<file path="src/rtl/xbus_lsu_pkg.sv">
// Shared constants and types for the XBUS load/store unit.
package xbus_lsu_pkg;

  // Access length, carried in funct3[1:0].
  localparam logic [1:0] ML_BYTE   = 2'b00;
  localparam logic [1:0] ML_HALF   = 2'b01;
  localparam logic [1:0] ML_WORD   = 2'b10;
  localparam logic [1:0] ML_DOUBLE = 2'b11;

  // Extension mode, carried in funct3[2].
  localparam logic MS_SIGN   = 1'b0;
  localparam logic MS_UNSIGN = 1'b1;

  // Sequencer states.
  typedef enum logic [1:0] {
    LSU_IDLE  = 2'd0,
    LSU_BEAT0 = 2'd1,
    LSU_BEAT1 = 2'd2,
    LSU_RESP  = 2'd3
  } lsu_state_e;

  // Number of bytes touched by an access of the given length.
  function automatic logic [3:0] len_bytes(input logic [1:0] len);
    return 4'd1 << len;
  endfunction

endpackage

</file>
<file path="src/rtl/xbus_lane_align.sv">
// Combinational lane steering: byte enables and store data for both bus
// beats, plus load-data assembly and extension from the two captured beats.
module xbus_lane_align
  import xbus_lsu_pkg::*;
#(
  parameter int XLEN = 32
) (
  input  logic [$clog2(XLEN/8)-1:0] offset,
  input  logic [1:0]                len,
  input  logic                      sign_mode,
  input  logic [XLEN-1:0]           wdata,
  input  logic [XLEN-1:0]           rdata0,
  input  logic [XLEN-1:0]           rdata1,
  output logic [XLEN/8-1:0]         be0,
  output logic [XLEN/8-1:0]         be1,
  output logic [XLEN-1:0]           wdata0,
  output logic [XLEN-1:0]           wdata1,
  output logic [XLEN-1:0]           load_data
);

  localparam int NB = XLEN / 8;
  localparam int OW = $clog2(NB);

  logic [OW+2:0]     shamt;
  logic [3:0]        nbytes;
  logic              uns;
  logic [2*NB-1:0]   size_mask;
  logic [2*NB-1:0]   lane_mask;
  logic [2*XLEN-1:0] wide_wdata;
  logic [XLEN-1:0]   low;
  logic [XLEN-1:0]   word_ext;

  assign shamt  = {offset, 3'b000};
  assign nbytes = len_bytes(len);
  assign uns    = (sign_mode == MS_UNSIGN);

  // Contiguous mask for the access size, before it is moved to its lanes.
  for (genvar gi = 0; gi < 2 * NB; gi++) begin : g_size_mask
    assign size_mask[gi] = (gi < int'(nbytes));
  end

  // Lanes past the top of the bus word spill into the second beat.
  assign lane_mask = size_mask << offset;
  assign be0       = lane_mask[NB-1:0];
  assign be1       = lane_mask[2*NB-1:NB];

  // Store data shifted across a double-width window; upper half feeds beat1.
  assign wide_wdata = {{XLEN{1'b0}}, wdata} << shamt;
  assign wdata0     = wide_wdata[XLEN-1:0];
  assign wdata1     = wide_wdata[2*XLEN-1:XLEN];

  // Bring the addressed bytes down to bit 0 from the {beat1, beat0} pair.
  assign low = XLEN'({rdata1, rdata0} >> shamt);

  // A word only needs extending when the register is wider than a word.
  if (XLEN > 32) begin : g_word_ext
    logic word_sign;
    assign word_sign = ~uns & low[31];
    assign word_ext  = {{(XLEN-32){word_sign}}, low[31:0]};
  end else begin : g_word_raw
    assign word_ext = low;
  end

  // Mask to the access size and extend the sign unless unsigned.
  always_comb begin
    load_data = low;
    case (len)
      ML_BYTE: load_data = {{(XLEN-8){~uns & low[7]}}, low[7:0]};
      ML_HALF: load_data = {{(XLEN-16){~uns & low[15]}}, low[15:0]};
      ML_WORD: load_data = word_ext;
      default: load_data = low;
    endcase
  end

endmodule

</file>
<file path="src/rtl/xbus_lsu.sv">
// Sequential load/store unit: accepts one core access at a time, issues one
// or two aligned XBUS beats, and returns a single completion pulse.
module xbus_lsu
  import xbus_lsu_pkg::*;
#(
  parameter int XLEN           = 32,
  parameter bit ALLOW_MISALIGN = 1'b1
) (
  input  logic              clk,
  input  logic              rst,
  input  logic              req_valid,
  output logic              req_ready,
  input  logic              req_we,
  input  logic [2:0]        req_funct3,
  input  logic [31:0]       req_addr,
  input  logic [XLEN-1:0]   req_wdata,
  output logic              resp_valid,
  output logic              resp_err,
  output logic [XLEN-1:0]   resp_rdata,
  output logic              xbus_req,
  output logic              xbus_we,
  output logic [XLEN/8-1:0] xbus_be,
  output logic [31:0]       xbus_addr,
  output logic [XLEN-1:0]   xbus_wdata,
  input  logic [XLEN-1:0]   xbus_rdata,
  input  logic              xbus_ack,
  input  logic              xbus_err
);

  localparam int NB = XLEN / 8;
  localparam int OW = $clog2(NB);

  lsu_state_e state_reg, state_next;

  // Latched request.
  logic            we_reg,     we_next;
  logic [1:0]      len_reg,    len_next;
  logic            sign_reg,   sign_next;
  logic [OW-1:0]   off_reg,    off_next;
  logic [XLEN-1:0] wdata_reg,  wdata_next;
  logic            split_reg,  split_next;
  logic [XLEN-1:0] rdata0_reg, rdata0_next;

  // Registered outputs.
  logic            resp_valid_reg, resp_valid_next;
  logic            resp_err_reg,   resp_err_next;
  logic [XLEN-1:0] resp_rdata_reg, resp_rdata_next;
  logic            xbus_req_reg,   xbus_req_next;
  logic            xbus_we_reg,    xbus_we_next;
  logic [NB-1:0]   xbus_be_reg,    xbus_be_next;
  logic [31:0]     xbus_addr_reg,  xbus_addr_next;
  logic [XLEN-1:0] xbus_wdata_reg, xbus_wdata_next;

  // Aligner inputs and results.
  logic            idle;
  logic [OW-1:0]   al_off;
  logic [1:0]      al_len;
  logic            al_sign;
  logic [XLEN-1:0] al_wdata;
  logic [XLEN-1:0] al_rdata0;
  logic [XLEN-1:0] al_rdata1;
  logic [NB-1:0]   be0, be1;
  logic [XLEN-1:0] wd0, wd1;
  logic [XLEN-1:0] load_data;

  logic            illegal_len;
  logic            req_split;
  logic            finish;
  logic            finish_err;

  assign idle = (state_reg == LSU_IDLE);

  // In IDLE the aligner looks at the incoming request so beat0 can be
  // registered on the accept edge; afterwards it works from the latches.
  assign al_off    = idle ? req_addr[OW-1:0]  : off_reg;
  assign al_len    = idle ? req_funct3[1:0]   : len_reg;
  assign al_sign   = idle ? req_funct3[2]     : sign_reg;
  assign al_wdata  = idle ? req_wdata         : wdata_reg;
  assign al_rdata0 = (state_reg == LSU_BEAT0) ? xbus_rdata : rdata0_reg;
  assign al_rdata1 = (state_reg == LSU_BEAT1) ? xbus_rdata : '0;

  xbus_lane_align #(
    .XLEN (XLEN)
  ) u_align (
    .offset    (al_off),
    .len       (al_len),
    .sign_mode (al_sign),
    .wdata     (al_wdata),
    .rdata0    (al_rdata0),
    .rdata1    (al_rdata1),
    .be0       (be0),
    .be1       (be1),
    .wdata0    (wd0),
    .wdata1    (wd1),
    .load_data (load_data)
  );

  // Any lane landing in the next bus word means a second beat is needed.
  assign req_split   = |be1;
  assign illegal_len = (req_funct3[1:0] == ML_DOUBLE) && (XLEN < 64);

  // Next state, request latches and registered bus/response outputs.
  always_comb begin
    state_next      = state_reg;
    we_next         = we_reg;
    len_next        = len_reg;
    sign_next       = sign_reg;
    off_next        = off_reg;
    wdata_next      = wdata_reg;
    split_next      = split_reg;
    rdata0_next     = rdata0_reg;
    resp_valid_next = 1'b0;
    resp_err_next   = 1'b0;
    resp_rdata_next = '0;
    xbus_req_next   = xbus_req_reg;
    xbus_we_next    = xbus_we_reg;
    xbus_be_next    = xbus_be_reg;
    xbus_addr_next  = xbus_addr_reg;
    xbus_wdata_next = xbus_wdata_reg;
    finish          = 1'b0;
    finish_err      = 1'b0;

    case (state_reg)
      LSU_IDLE: begin
        if (req_valid) begin
          we_next    = req_we;
          len_next   = req_funct3[1:0];
          sign_next  = req_funct3[2];
          off_next   = req_addr[OW-1:0];
          wdata_next = req_wdata;
          split_next = req_split;
          if (illegal_len || (req_split && !ALLOW_MISALIGN)) begin
            state_next      = LSU_RESP;
            resp_valid_next = 1'b1;
            resp_err_next   = 1'b1;
          end else begin
            state_next      = LSU_BEAT0;
            xbus_req_next   = 1'b1;
            xbus_we_next    = req_we;
            xbus_be_next    = be0;
            xbus_addr_next  = {req_addr[31:OW], {OW{1'b0}}};
            xbus_wdata_next = req_we ? wd0 : '0;
          end
        end
      end
      LSU_BEAT0: begin
        if (xbus_ack) begin
          if (xbus_err || !split_reg) begin
            finish     = 1'b1;
            finish_err = xbus_err;
          end else begin
            state_next      = LSU_BEAT1;
            rdata0_next     = xbus_rdata;
            xbus_be_next    = be1;
            xbus_addr_next  = xbus_addr_reg + 32'(NB);
            xbus_wdata_next = we_reg ? wd1 : '0;
          end
        end
      end
      LSU_BEAT1: begin
        if (xbus_ack) begin
          finish     = 1'b1;
          finish_err = xbus_err;
        end
      end
      default: begin
        state_next = LSU_IDLE;
      end
    endcase

    if (finish) begin
      state_next      = LSU_RESP;
      resp_valid_next = 1'b1;
      resp_err_next   = finish_err;
      resp_rdata_next = (we_reg || finish_err) ? '0 : load_data;
      xbus_req_next   = 1'b0;
      xbus_we_next    = 1'b0;
      xbus_be_next    = '0;
      xbus_addr_next  = '0;
      xbus_wdata_next = '0;
    end
  end

  // State and output registers; reset abandons any in-flight beat.
  always_ff @(posedge clk or posedge rst) begin
    if (rst) begin
      state_reg      <= LSU_IDLE;
      we_reg         <= 1'b0;
      len_reg        <= ML_BYTE;
      sign_reg       <= MS_SIGN;
      off_reg        <= '0;
      wdata_reg      <= '0;
      split_reg      <= 1'b0;
      rdata0_reg     <= '0;
      resp_valid_reg <= 1'b0;
      resp_err_reg   <= 1'b0;
      resp_rdata_reg <= '0;
      xbus_req_reg   <= 1'b0;
      xbus_we_reg    <= 1'b0;
      xbus_be_reg    <= '0;
      xbus_addr_reg  <= '0;
      xbus_wdata_reg <= '0;
    end else begin
      state_reg      <= state_next;
      we_reg         <= we_next;
      len_reg        <= len_next;
      sign_reg       <= sign_next;
      off_reg        <= off_next;
      wdata_reg      <= wdata_next;
      split_reg      <= split_next;
      rdata0_reg     <= rdata0_next;
      resp_valid_reg <= resp_valid_next;
      resp_err_reg   <= resp_err_next;
      resp_rdata_reg <= resp_rdata_next;
      xbus_req_reg   <= xbus_req_next;
      xbus_we_reg    <= xbus_we_next;
      xbus_be_reg    <= xbus_be_next;
      xbus_addr_reg  <= xbus_addr_next;
      xbus_wdata_reg <= xbus_wdata_next;
    end
  end

  assign req_ready  = idle;
  assign resp_valid = resp_valid_reg;
  assign resp_err   = resp_err_reg;
  assign resp_rdata = resp_rdata_reg;
  assign xbus_req   = xbus_req_reg;
  assign xbus_we    = xbus_we_reg;
  assign xbus_be    = xbus_be_reg;
  assign xbus_addr  = xbus_addr_reg;
  assign xbus_wdata = xbus_wdata_reg;

endmodule

</file>
<file path="config.mk">
export PLATFORM = sky130hd
export DESIGN_NAME = xbus_lsu
export DESIGN_NICKNAME = d
export VERILOG_FILES = /design/src/rtl/xbus_lsu_pkg.sv /design/src/rtl/xbus_lane_align.sv /design/src/rtl/xbus_lsu.sv
export SDC_FILE = /design/constraint.sdc
export NUM_CORES = 1
export LEC_CHECK = 0
export CAP_MARGIN = 20
export CORE_MARGIN = 5
export CORE_UTILIZATION = 53
export DETAILED_ROUTE_END_ITERATION = 16
export GPL_ROUTABILITY_DRIVEN = 0
export GPL_TIMING_DRIVEN = 0
export PLACE_DENSITY = 0.93
export SLEW_MARGIN = 0
export SYNTH_ARGS = -nofsm -noshare
export SYNTH_HDL_FRONTEND = slang
export SYNTH_HIERARCHICAL = 1
export SYNTH_SLANG_ARGS = --single-unit
</file>
<file path="constraint.sdc">
create_clock -name clk -period 7.2 [get_ports clk]
set_input_delay 1.44 -clock clk [delete_from_list [all_inputs] [get_ports clk]]
set_output_delay 1.44 -clock clk [all_outputs]
set_load 0.01 [all_outputs]
</file>
# == Yosys cells after proc, flatten, opt, wreduce, memory -nomap -nowiden ==
# Index checks and enable logic that the tools add are counted.
# op_classes
n_reduce_logical,14
n_addsub,1
shifts,4
n_bitwise,4
muxes,56
eq_ne,10
order_cmp,8
# op_table
op,n
2-to-1 mux 32 bit,17
case mux 32 bit (2 select lines),3
<< shifter 32 x 5 -> 64 bit,1
>> shifter 64 x 5 -> 32 bit,1
adder 32 x 3 -> 32 bit (second input constant),1
2-to-1 mux 1 bit,20
2-to-1 mux 4 bit,5
less-than comparator 3 x 4 -> 1 bit (first input constant),4
2-to-1 mux 2 bit,7
less-than comparator 1 x 4 -> 1 bit (first input constant),2
less-than comparator 2 x 4 -> 1 bit (first input constant),2
case mux 4 bit (2 select lines),1
<< shifter 8 x 2 -> 8 bit,1
inequality test 3 x 2 -> 1 bit (second input constant),2
inequality test 3 bit (second input constant),2
case mux 2 bit (3 select lines),1
AND reduction 3 bit,2
AND reduction 5 bit,1
equality test 2 x 1 -> 1 bit (second input constant),2
equality test 2 bit (second input constant),2
zero test 2 bit,2
case mux 1 bit (2 select lines),2
AND reduction 4 bit,1
nonzero test 2 bit,2
other kinds (10),13
# totals
output_inout_bits,105
regBits,177
wordCells,113

# == Longest topological paths before layout ==
# logic_depth
word_depth,9
ltp_mapped,13
mapped_depth_nobuf,8

# == Hierarchy ==
# The synthesis kept the hierarchy.
# modules_own_cells
mod,n_inst,cells_each,area_each_um2
xbus_lsu,1,774,8617.0
xbus_lane_align,1,243,1989.4

# == Worst setup path before layout ==
# No wires, ideal clock.
# synth_path
path_kind,register to register
start,reg state_reg[1]
end,reg resp_rdata_reg[16] (netlist: resp_rdata[16])
t_arrival_ns,2.973
n_path_buf,4
stages_incl_launch_ff,12
required_time_ns,7.081
slack_ns,4.108
path_cell_list,dfrtp_1 -> inv_1 -> ha_1 -> clkbuf_1 -> buf_1 -> clkbuf_1 -> mux2_2 -> mux4_2 -> mux2i_4 -> buf_6 -> o21ai_0 -> and2_1
# synth_via
elab_chain_len,7
# synth_lines
element,line_no,text
from (decl),xbus_lsu.sv:33,"lsu_state_e state_reg, state_next;"
from (signal assigned),xbus_lsu.sv:204,state_reg <= state_next;
equality test 2 x 1 -> 1 bit (*),xbus_lsu.sv:79,assign al_rdata0 = (state_reg == LSU_BEAT0) ? xbus_rdata : rdata0_reg;
2-to-1 mux 32 bit (*),xbus_lsu.sv:79,
via al_rdata0[31],xbus_lsu.sv:60,logic [XLEN-1:0] al_rdata0;
>> shifter 64 x 5 -> 32 bit (*),xbus_lane_align.sv:53,"assign low = XLEN'({rdata1, rdata0} >> shamt);"
"AND 1 bit, on equally long branches","xbus_lane_align.sv:69, xbus_lane_align.sv:68",
case mux 32 bit (2 select lines) (*),xbus_lane_align.sv:67,case (len)
via load_data[16],xbus_lsu.sv:64,logic [XLEN-1:0] load_data;
2-to-1 mux 32 bit (*),xbus_lsu.sv:175,resp_rdata_next = (we_reg || finish_err) ? '0 : load_data;
2-to-1 mux 32 bit (*),xbus_lsu.sv:171,if (finish) begin
via resp_rdata_next[16],xbus_lsu.sv:47,"logic [XLEN-1:0] resp_rdata_reg, resp_rdata_next;"
to (signal assigned),xbus_lsu.sv:214,resp_rdata_reg <= resp_rdata_next;
to (decl),xbus_lsu.sv:47,
# The timed path passes the listed nets; every way through them passes the cells marked *.
# A chain may end at the register's enable or synchronous reset.

# == Worst setup path after layout ==
# layout_path
start,reg state_reg[1]
end,reg resp_rdata_reg[23] (netlist: resp_rdata[23])
# Same word-level chain as after synthesis.

==> reports/qor.yml <==
status: "complete, no violations"
start_util: 0.541
grt_use_total: 0.287
slew_viol_final: 0
syn_inst: 1009
clockBufferDepth: 2
worst-slew-pin-transition_ns: 0.855
drt_iter0_markers: 1199
worstSetupEndpointType: "flip-flop"
final_area_um2: 13700
vias: 9436
required_ns: 7.51
fin_crit_ns: 4.09
setup_viol: 0
grt_pass1_wl_um: 50800
die_w_um: 151
hold-worst-slack_ns: 0.482
relSlewSlack: 0.430
max_freq_ghz: 0.244
finalHoldViolations: 0
ant_nets: 0
reg2reg_from: "state_reg[1]$_DFFE_PP0P_"
cts-htree-levels: 4
hpwl_um: 24100
cp_data_arrival_time_ns: 4.41
critPathKind: "flip-flop to flip-flop"
via_per_inst: 6.20
cts_tree: "built"
avgSynthCellArea_um2: 10.5
p_leak_nw: 5.64
post_dp_cell_area_um2: 13000
grt_setup_unrepaired: "false"
skew_ns: 0.0103
cts_root_buf: "clkbuf_16"
wl_per_cell_um: 21.5
top_layer: "met4"
syn2layout_area_growth_pct: 29.3
multi_input_area_um2: 5710
hold_class: "flip-flop to flip-flop"
met2WireLength_um: 15600
maxCapViolCount: 0
nets: 1353
fillers: 1371
antenna_found_initial: 0
dieArea_um2: 22800
startpoint_type: "flip-flop"
finalWirelength_um: 32800
post-place-cells: 1490
layout-drive-gt1-share: 0.205
fin_ws_ns: 3.11
clk_pin_slew_ns: 0.07
coreArea_um2: 19500
firstDrtPassIters: 6
cp-startpoint: "state_reg[1]$_DFFE_PP0P_"
cp_max_fo: 10
dr_wl_met3_um: 3480
cts-buffers-inserted: 17
antennaDiodeCount: 0
portBuffers: 207
yosysWarningCount: 6
peakVddDrop_uv: 240
synthesis.area_um2: 10600
seq_area_um2: 4380
power.total_mw: 6.50
clk_latency_ns: 0.44
pin_count: 210
die_h_um: 151
m1WireLength_um: 12400
num_rows: 51
worstHoldStart: "xbus_be[1]$_DFFE_PP0P_"
post_cts_buffers: 0
cts.sinks: 175
hold_buffers: 0
powerDensity_nw_per_um2: 476
finalCritPeriodShare: 0.569
grt_pass1_vias: 9276
grt_overflow: 0
grt_max_degree: 102
drc: 0
finalNonFillerCells: 1522
post_cts_resize_count: 0
place_ws_ns: 3.27
-- critical path, stage by stage, from the launching register on --
cell and delay [ns]:
dfrtp_1 0.41, inv_1 0.09, ha_1 0.16, clkbuf_1 0.36, buf_1 0.70, clkbuf_1 0.59, mux2_2 0.45, mux4_2 0.55
mux2i_4 0.25, buf_6 0.16, o21ai_0 0.07, and2_1 0.17
-- cell type report --
class                      count  area share
inverter                      12     0.00385
sequential                   175       0.321
clock inverter                14      0.0147
timing repair buffer         208       0.154
clock buffer                  18      0.0314
buffer                        93      0.0330
multi-input combinational    737       0.418
tap                          265      0.0243
-- metal layers --
layer  vias to the layer above  GRT usage
li1                       4106          -
met1                      4578      0.379
met2                       629      0.473
met3                       123     0.0545
met4                         0      0.107
met5                         -          0
-- worst paths after layout --
path / to / cells past startpoint / slack (ns)
min in group asynchronous: resp_rdata[22]$_DFF_PP0_ / 2 / 1.47
max reg2reg: resp_rdata[23]$_DFF_PP0_ / 11 / 3.11
min: xbus_be[1]$_DFFE_PP0P_ / 2 / 0.48
max: resp_rdata[23]$_DFF_PP0_ / 11 / 3.11
min reg2reg: xbus_be[1]$_DFFE_PP0P_ / 2 / 0.48
max in group asynchronous: wdata_reg[10]$_DFFE_PP0P_ / 3 / 4.84
-- cells in the final DEF (no fill, tap or decap), drive strengths merged, types with 4 or more instances in the layout --
cell / count
clkdlybuf4s50: 207
dfrtp: 175
mux2: 147
o21ai: 102
nand2: 94
clkbuf: 74
and2: 67
nor2: 38
buf: 38
a22oi: 37
mux2i: 34
mux4: 32
a21oi: 26
inv: 18
nor3: 15
nor2b: 14
a22o: 13
nor4: 11
and3: 11
nand3: 11
conb: 10
o2bb2ai: 8
xor2: 8
xnor2: 7
nand4: 6
a31oi: 4
a32oi: 4
ha: 4
bufinv: 4
or4: 4
-- where the power goes --
group	switching, mW	leakage, nW	internal, mW	total (mW)
combinational	2.06	3.08	1.81	3.87
clock	0.414	0.299	0.587	1.00
sequential	0.267	2.26	1.36	1.63
-- per-stage QoR --
stage	utilization	setup TNS, ns
2_1_floorplan	-	0
3_3_place_gp	0.665	-204.76
3_5_place_dp	0.667	0
4_1_cts	0.699	0
5_1_grt	0.699	0
6_report	0.699	0
(Power assumes the default switching activity.)
==> RTL change 1: new RTL, same flow settings <==
Take the reset off `rdata0_reg` and load it in a clocked block of its own.
--- a/src/rtl/xbus_lsu.sv
+++ b/src/rtl/xbus_lsu.sv
@@ -193,3 +193,2 @@
       split_reg      <= 1'b0;
-      rdata0_reg     <= '0;
       resp_valid_reg <= 1'b0;
@@ -210,3 +209,2 @@
       split_reg      <= split_next;
-      rdata0_reg     <= rdata0_next;
       resp_valid_reg <= resp_valid_next;
@@ -222,2 +220,6 @@
 
+  always_ff @(posedge clk) begin
+    rdata0_reg <= rdata0_next;
+  end
+
   assign req_ready  = idle;
Formal check against the unedited RTL: same outputs for any inputs over 4 cycles, from zero or initial values and one cycle with rst high; that may be too few to reach the edited logic, so the function may still have changed.
==> RTL change 1 against the unedited design <==
Cell area fell by 1.7%; clock skew grew 0.00084 ns; critical path depth did not move; critical endpoint is now xbus_wdata[21]; sequential power fell by 7%; worst setup slack improved by 0.42 ns; sequential cell count is the same; clock power shrank 12%; largest cell class unchanged; utilization is 0.77 points lower; wire length is 0.69% lower; global-route usage shrank 0.11 points; synthesized cell count is 2.9% lower; total power down 7.3%; synthesized area down 1.7%.
==> RTL change 1: results (changes against the unedited design) <==
----------------------------------------------------
[CTS]
  Maximum buffer depth of the clock tree ... 2 (unchanged)
  Total clock buffers created by CTS ... 17 (unchanged)
  Post-CTS Resized ... 0 (unchanged)
  Total number of H-tree levels ... 4 (unchanged)
  Number of setup buffers added after CTS ... 0 (unchanged)
  Cell chosen for the clock root ... sky130_fd_sc_hd__clkbuf_16
  Clock transition time at the flip-flop clock pins of the worst setup and hold paths ... 0.07 ns (about the same)
  Clock network latency to the later pin of the worst-skew pair ... 0.43 ns

[GRT]
  First-pass GRT wire length ... 50070 um (-1.5%)
  Overall overflow remaining after global route ... 0 (unchanged)
  Total Routing Usage GR ... 28.60% (-0.11 points)
  Number of global-route vias before repair ... 9258 (-0.19%)
  Number of antenna violations at the first check in global routing ... 1 (+1)
  Maximum number of pins on one net before global-route repair ... 103 (+0.98%)

[Route]
  Detail-routed via count per cell ... 6.204 (about the same)
  Wire length after detailed routing ... 32530 um (-0.69%)
  First drt pass iteration count ... 8 (+2)
  Violation count after the first detailed-route iteration ... 1364 (+14%)

[Final layout]
  Share of final-layout standard cells stronger than drive strength 1 ... 18.62% (-1.9 points)
  Net count reported at finish ... 1326 (-2.0%)

[Worst setup path]
  Setup CP Type ... flop to flop
  Worst reg-to-reg setup slack ... 3.53 ns (+0.42 ns)
  Length in cells of the worst reg-to-reg path ... 11 (unchanged)
  Peak fanout along the critical path ... 10 (unchanged)
  Timing startpoint of the critical path ... state_reg[1]
  Destination of the worst register-to-register timing path ... xbus_wdata[21]
  CP startpoint kind ... flop
  Arrival @ worst endpoint ... 4.01 ns (-0.40 ns)

[STA]
  Setup clock skew after layout ... 0.01112 ns (+0.0008357 ns)
  Slew headroom ... 38.33% (-4.7 points)
  Final setup viols ... 0 (unchanged)

[Outcome]
  Outcome ... complete, no violations

[Pwr]
  Internal power of the cells ... 3.406 mW (-9.4%)
  Pleak ... 5.350 nW (-5.1%)
  Largest vdd supply drop ... 260.0 uV (+8.5%)

[Place]
  HPWL after detailed placement ... 23870 um (-1.1%)
  Quantity of I/O buffers inserted on ports ... 207 (unchanged)

[Hold path]
  Hold crit path type ... flop to flop

[Synthesis]
  Synthesis Warnings ... 6 (unchanged)

----------------------------------------------------
-- RTL change 1: cell type report --
cell class,count,area (um^2)
antenna,1,2.502
buffer,98,469.2
clock buffer,21,460.4
clock inverter,11,80.08
fill,1435,5983
inverter,11,46.29
multi-input combinational,704,5364
sequential,175,4539
tap,265,331.6
timing repair buffer,210,2122
-- RTL change 1: how the worst min path moves through the flow --
| stage | from | end | slack [ns] | cells after the start |
|---|---|---|---|---|
| 5_1_grt | xbus_wdata[26] | xbus_wdata[26] | 0.51 | 2 |
| 6_report | xbus_wdata[24] | xbus_wdata[24] | 0.48 | 2 |
| 3_5_place_dp | xbus_wdata[1] | xbus_wdata[1] | 0.47 | 2 |
| 4_1_cts | xbus_wdata[1] | xbus_wdata[1] | 0.49 | 2 |
| 3_3_place_gp | xbus_wdata[0] | xbus_wdata[0] | 0.47 | 2 |
| 2_1_floorplan | split_reg | split_reg | 0.46 | 2 |
-- RTL change 1: stage by stage --
| step | cell area (um^2) | util (%) | instances | setup slack [ns] |
|---|---|---|---|---|
| 4_1_cts | 13410 | 69.14 | 1495 | 3.581 |
| 2_1_floorplan | 10410 | - | 988 | 1.922 |
| 3_3_place_gp | 12810 | 66.05 | 1460 | 0.07734 |
| 3_5_place_dp | 12870 | 66.36 | 1463 | 3.239 |
| 6_report | 13420 | 69.16 | 1496 | 3.529 |
| 5_1_grt | 13420 | 69.16 | 1496 | 3.409 |
-- RTL change 1: per-layer routing --
layer,share of wire [%],up-vias,track usage [%]
met5,0,-,0
met4,4.1,0,11.21
met3,10,136,6.360
met2,48,665,47.51
met1,37,4447,36.56
li1,-,4033,-
-- RTL change 1: power by group through the flow --
stage | combinational [mW] | clock, mW | sequential, mW
3_5_place_dp | 3.51 | 0 | 1.52
3_3_place_gp | 3.39 | 0 | 1.50
6_report | 3.64 | 0.879 | 1.51
2_1_floorplan | 2.32 | 0 | 1.55
4_1_cts | 3.54 | 0.878 | 1.51
5_1_grt | 3.86 | 0.919 | 1.55
-- RTL change 1: worst max-delay path: stages, from the launching register on --
cell and delay [ns]:
sky130_fd_sc_hd__dfrtp_1 0.41, sky130_fd_sc_hd__inv_1 0.10, sky130_fd_sc_hd__ha_1 0.17, sky130_fd_sc_hd__buf_2 0.23, sky130_fd_sc_hd__clkbuf_1 0.56, sky130_fd_sc_hd__mux2_2 0.27
sky130_fd_sc_hd__buf_2 0.21, sky130_fd_sc_hd__buf_1 0.57, sky130_fd_sc_hd__clkbuf_1 0.45, sky130_fd_sc_hd__and3_1 0.24, sky130_fd_sc_hd__a22oi_1 0.11, sky130_fd_sc_hd__o21ai_0 0.24
==> RTL change 2: new RTL, same flow settings <==
Without the edit above. `XLEN` is set to 32 in 2 places; all go to 16.
--- a/src/rtl/xbus_lane_align.sv
+++ b/src/rtl/xbus_lane_align.sv
@@ -5,3 +5,3 @@
 #(
-  parameter int XLEN = 32
+  parameter int XLEN = 16
 ) (
--- a/src/rtl/xbus_lsu.sv
+++ b/src/rtl/xbus_lsu.sv
@@ -5,3 +5,3 @@
 #(
-  parameter int XLEN           = 32,
+  parameter int XLEN           = 16,
   parameter bit ALLOW_MISALIGN = 1'b1
Ports: changed (5 resized); port bits go from 210 to 144. The function was not compared with the original's and may differ.
==> RTL change 2 against the unedited design <==
Sequential cell count shrank 66; die area fell by 38%; non-clock buffer count decreased by 110; synthesized area down 41%; maximum frequency increased by 22%; total power is 47% lower; cell area is 40% lower; final cell count shrank 40%; worst setup slack improved by 0.73 ns; wire length down 44%; first-iteration DRC count down 34%.
==> RTL change 2: results (changes against the unedited design) <==
----------------------------------------------------
[Synthesis]
  Number of instances in the synthesized netlist ... 606 (-40%)

[GRT]
  GRT met3 Usage ... 5.205% (-0.24 points)
  Met1 track demand over resource ... 31.60% (-6.3 points)
  Number of antenna violations at the first check in global routing ... 1 (+1)
  First-pass GRT wire length ... 29480 um (-42%)
  Number of global-route vias before repair ... 5880 (-37%)
  Maximum number of pins on one net before global-route repair ... 65 (-36%)
  Total Routing Usage GR ... 25.79% (-2.9 points)
  GR Util met2 ... 43.91% (-3.4 points)

[Pwr]
  Largest vdd supply drop ... 223.8 uV (-6.6%)
  Pleak ... 3.447 nW (-39%)

[Worst setup path]
  Delay contributed by the slowest stage of the critical path ... 0.63 ns (-0.07 ns)
  RR Startpoint ... state_reg[0]
  Worst reg-to-reg setup slack ... 4.30 ns (+1.19 ns)
  Destination of the worst register-to-register timing path ... xbus_wdata[15]
  Length in cells of the worst reg-to-reg path ... 10 (-1)
  Arrival @ worst endpoint ... 3.64 ns (-0.77 ns)

[Final layout]
  Total of fill cells in the finished design ... 794 (-42%)
  Net count reported at finish ... 844 (-38%)
  Final std cell area, no fill ... 8237 um^2 (-40%)
  Number of standard cells in the final layout excluding fillers ... 916 (-40%)
  Share of final-layout standard cells stronger than drive strength 1 ... 19.04% (-1.5 points)

[CTS]
  Clock network latency to the later pin of the worst-skew pair ... 0.35 ns (-0.09 ns)
  Total number of H-tree levels ... 3 (-1)

[Route]
  Met1 wire length ... 7099 um (-43%)
  Average detailed-routed wire length per instance ... 20.11 um (-6.6%)
  Met2 layer wire length in the routed design ... 9074 um (-42%)

[Place]
  Placed instance count ... 899 (-40%)
  Quantity of I/O buffers inserted on ports ... 142 (-31%)
  HPWL after detailed placement ... 13690 um (-43%)
  Placed instance area ... 7923 um^2 (-39%)
  Worst slack after detailed placement ... 3.588 ns (+0.3191 ns)

[Outcome]
  Outcome ... complete, no violations

[STA]
  Setup clock skew after layout ... 0.009259 ns (-0.001027 ns)

----------------------------------------------------
## RTL change 2: power by group
group          total, mW  leakage, nW  internal, mW  switching [mW]
combinational       1.89         1.90         0.915           0.973
clock              0.522        0.149         0.291           0.231
sequential          1.05         1.40         0.849           0.197
## RTL change 2: worst max-delay path by stage
stage / endpoint / cells past startpoint / from / slack (ns)
6_report: resp_rdata[7] / 6 / xbus_err / 3.83
5_1_grt: resp_rdata[7] / 6 / xbus_err / 3.74
4_1_cts: resp_rdata[7] / 6 / xbus_err / 3.88
3_5_place_dp: resp_rdata[7] / 6 / xbus_err / 3.59
3_3_place_gp: wdata_reg[11] / 2 / rst / 1.41
2_1_floorplan: len_reg[0] / 1 / rst / 2.89
## RTL change 2: layout make-up
cell class | count | share of cell area (%)
multi-input cells | 435 | 39.40
diodes | 1 | 0.03038
inverters | 21 | 0.9874
plain buffers | 48 | 2.917
clock inverters | 4 | 0.6684
well taps | 143 | 2.172
flip-flops and latches | 109 | 33.12
clock buffers | 12 | 3.114
repair buffers | 143 | 17.59
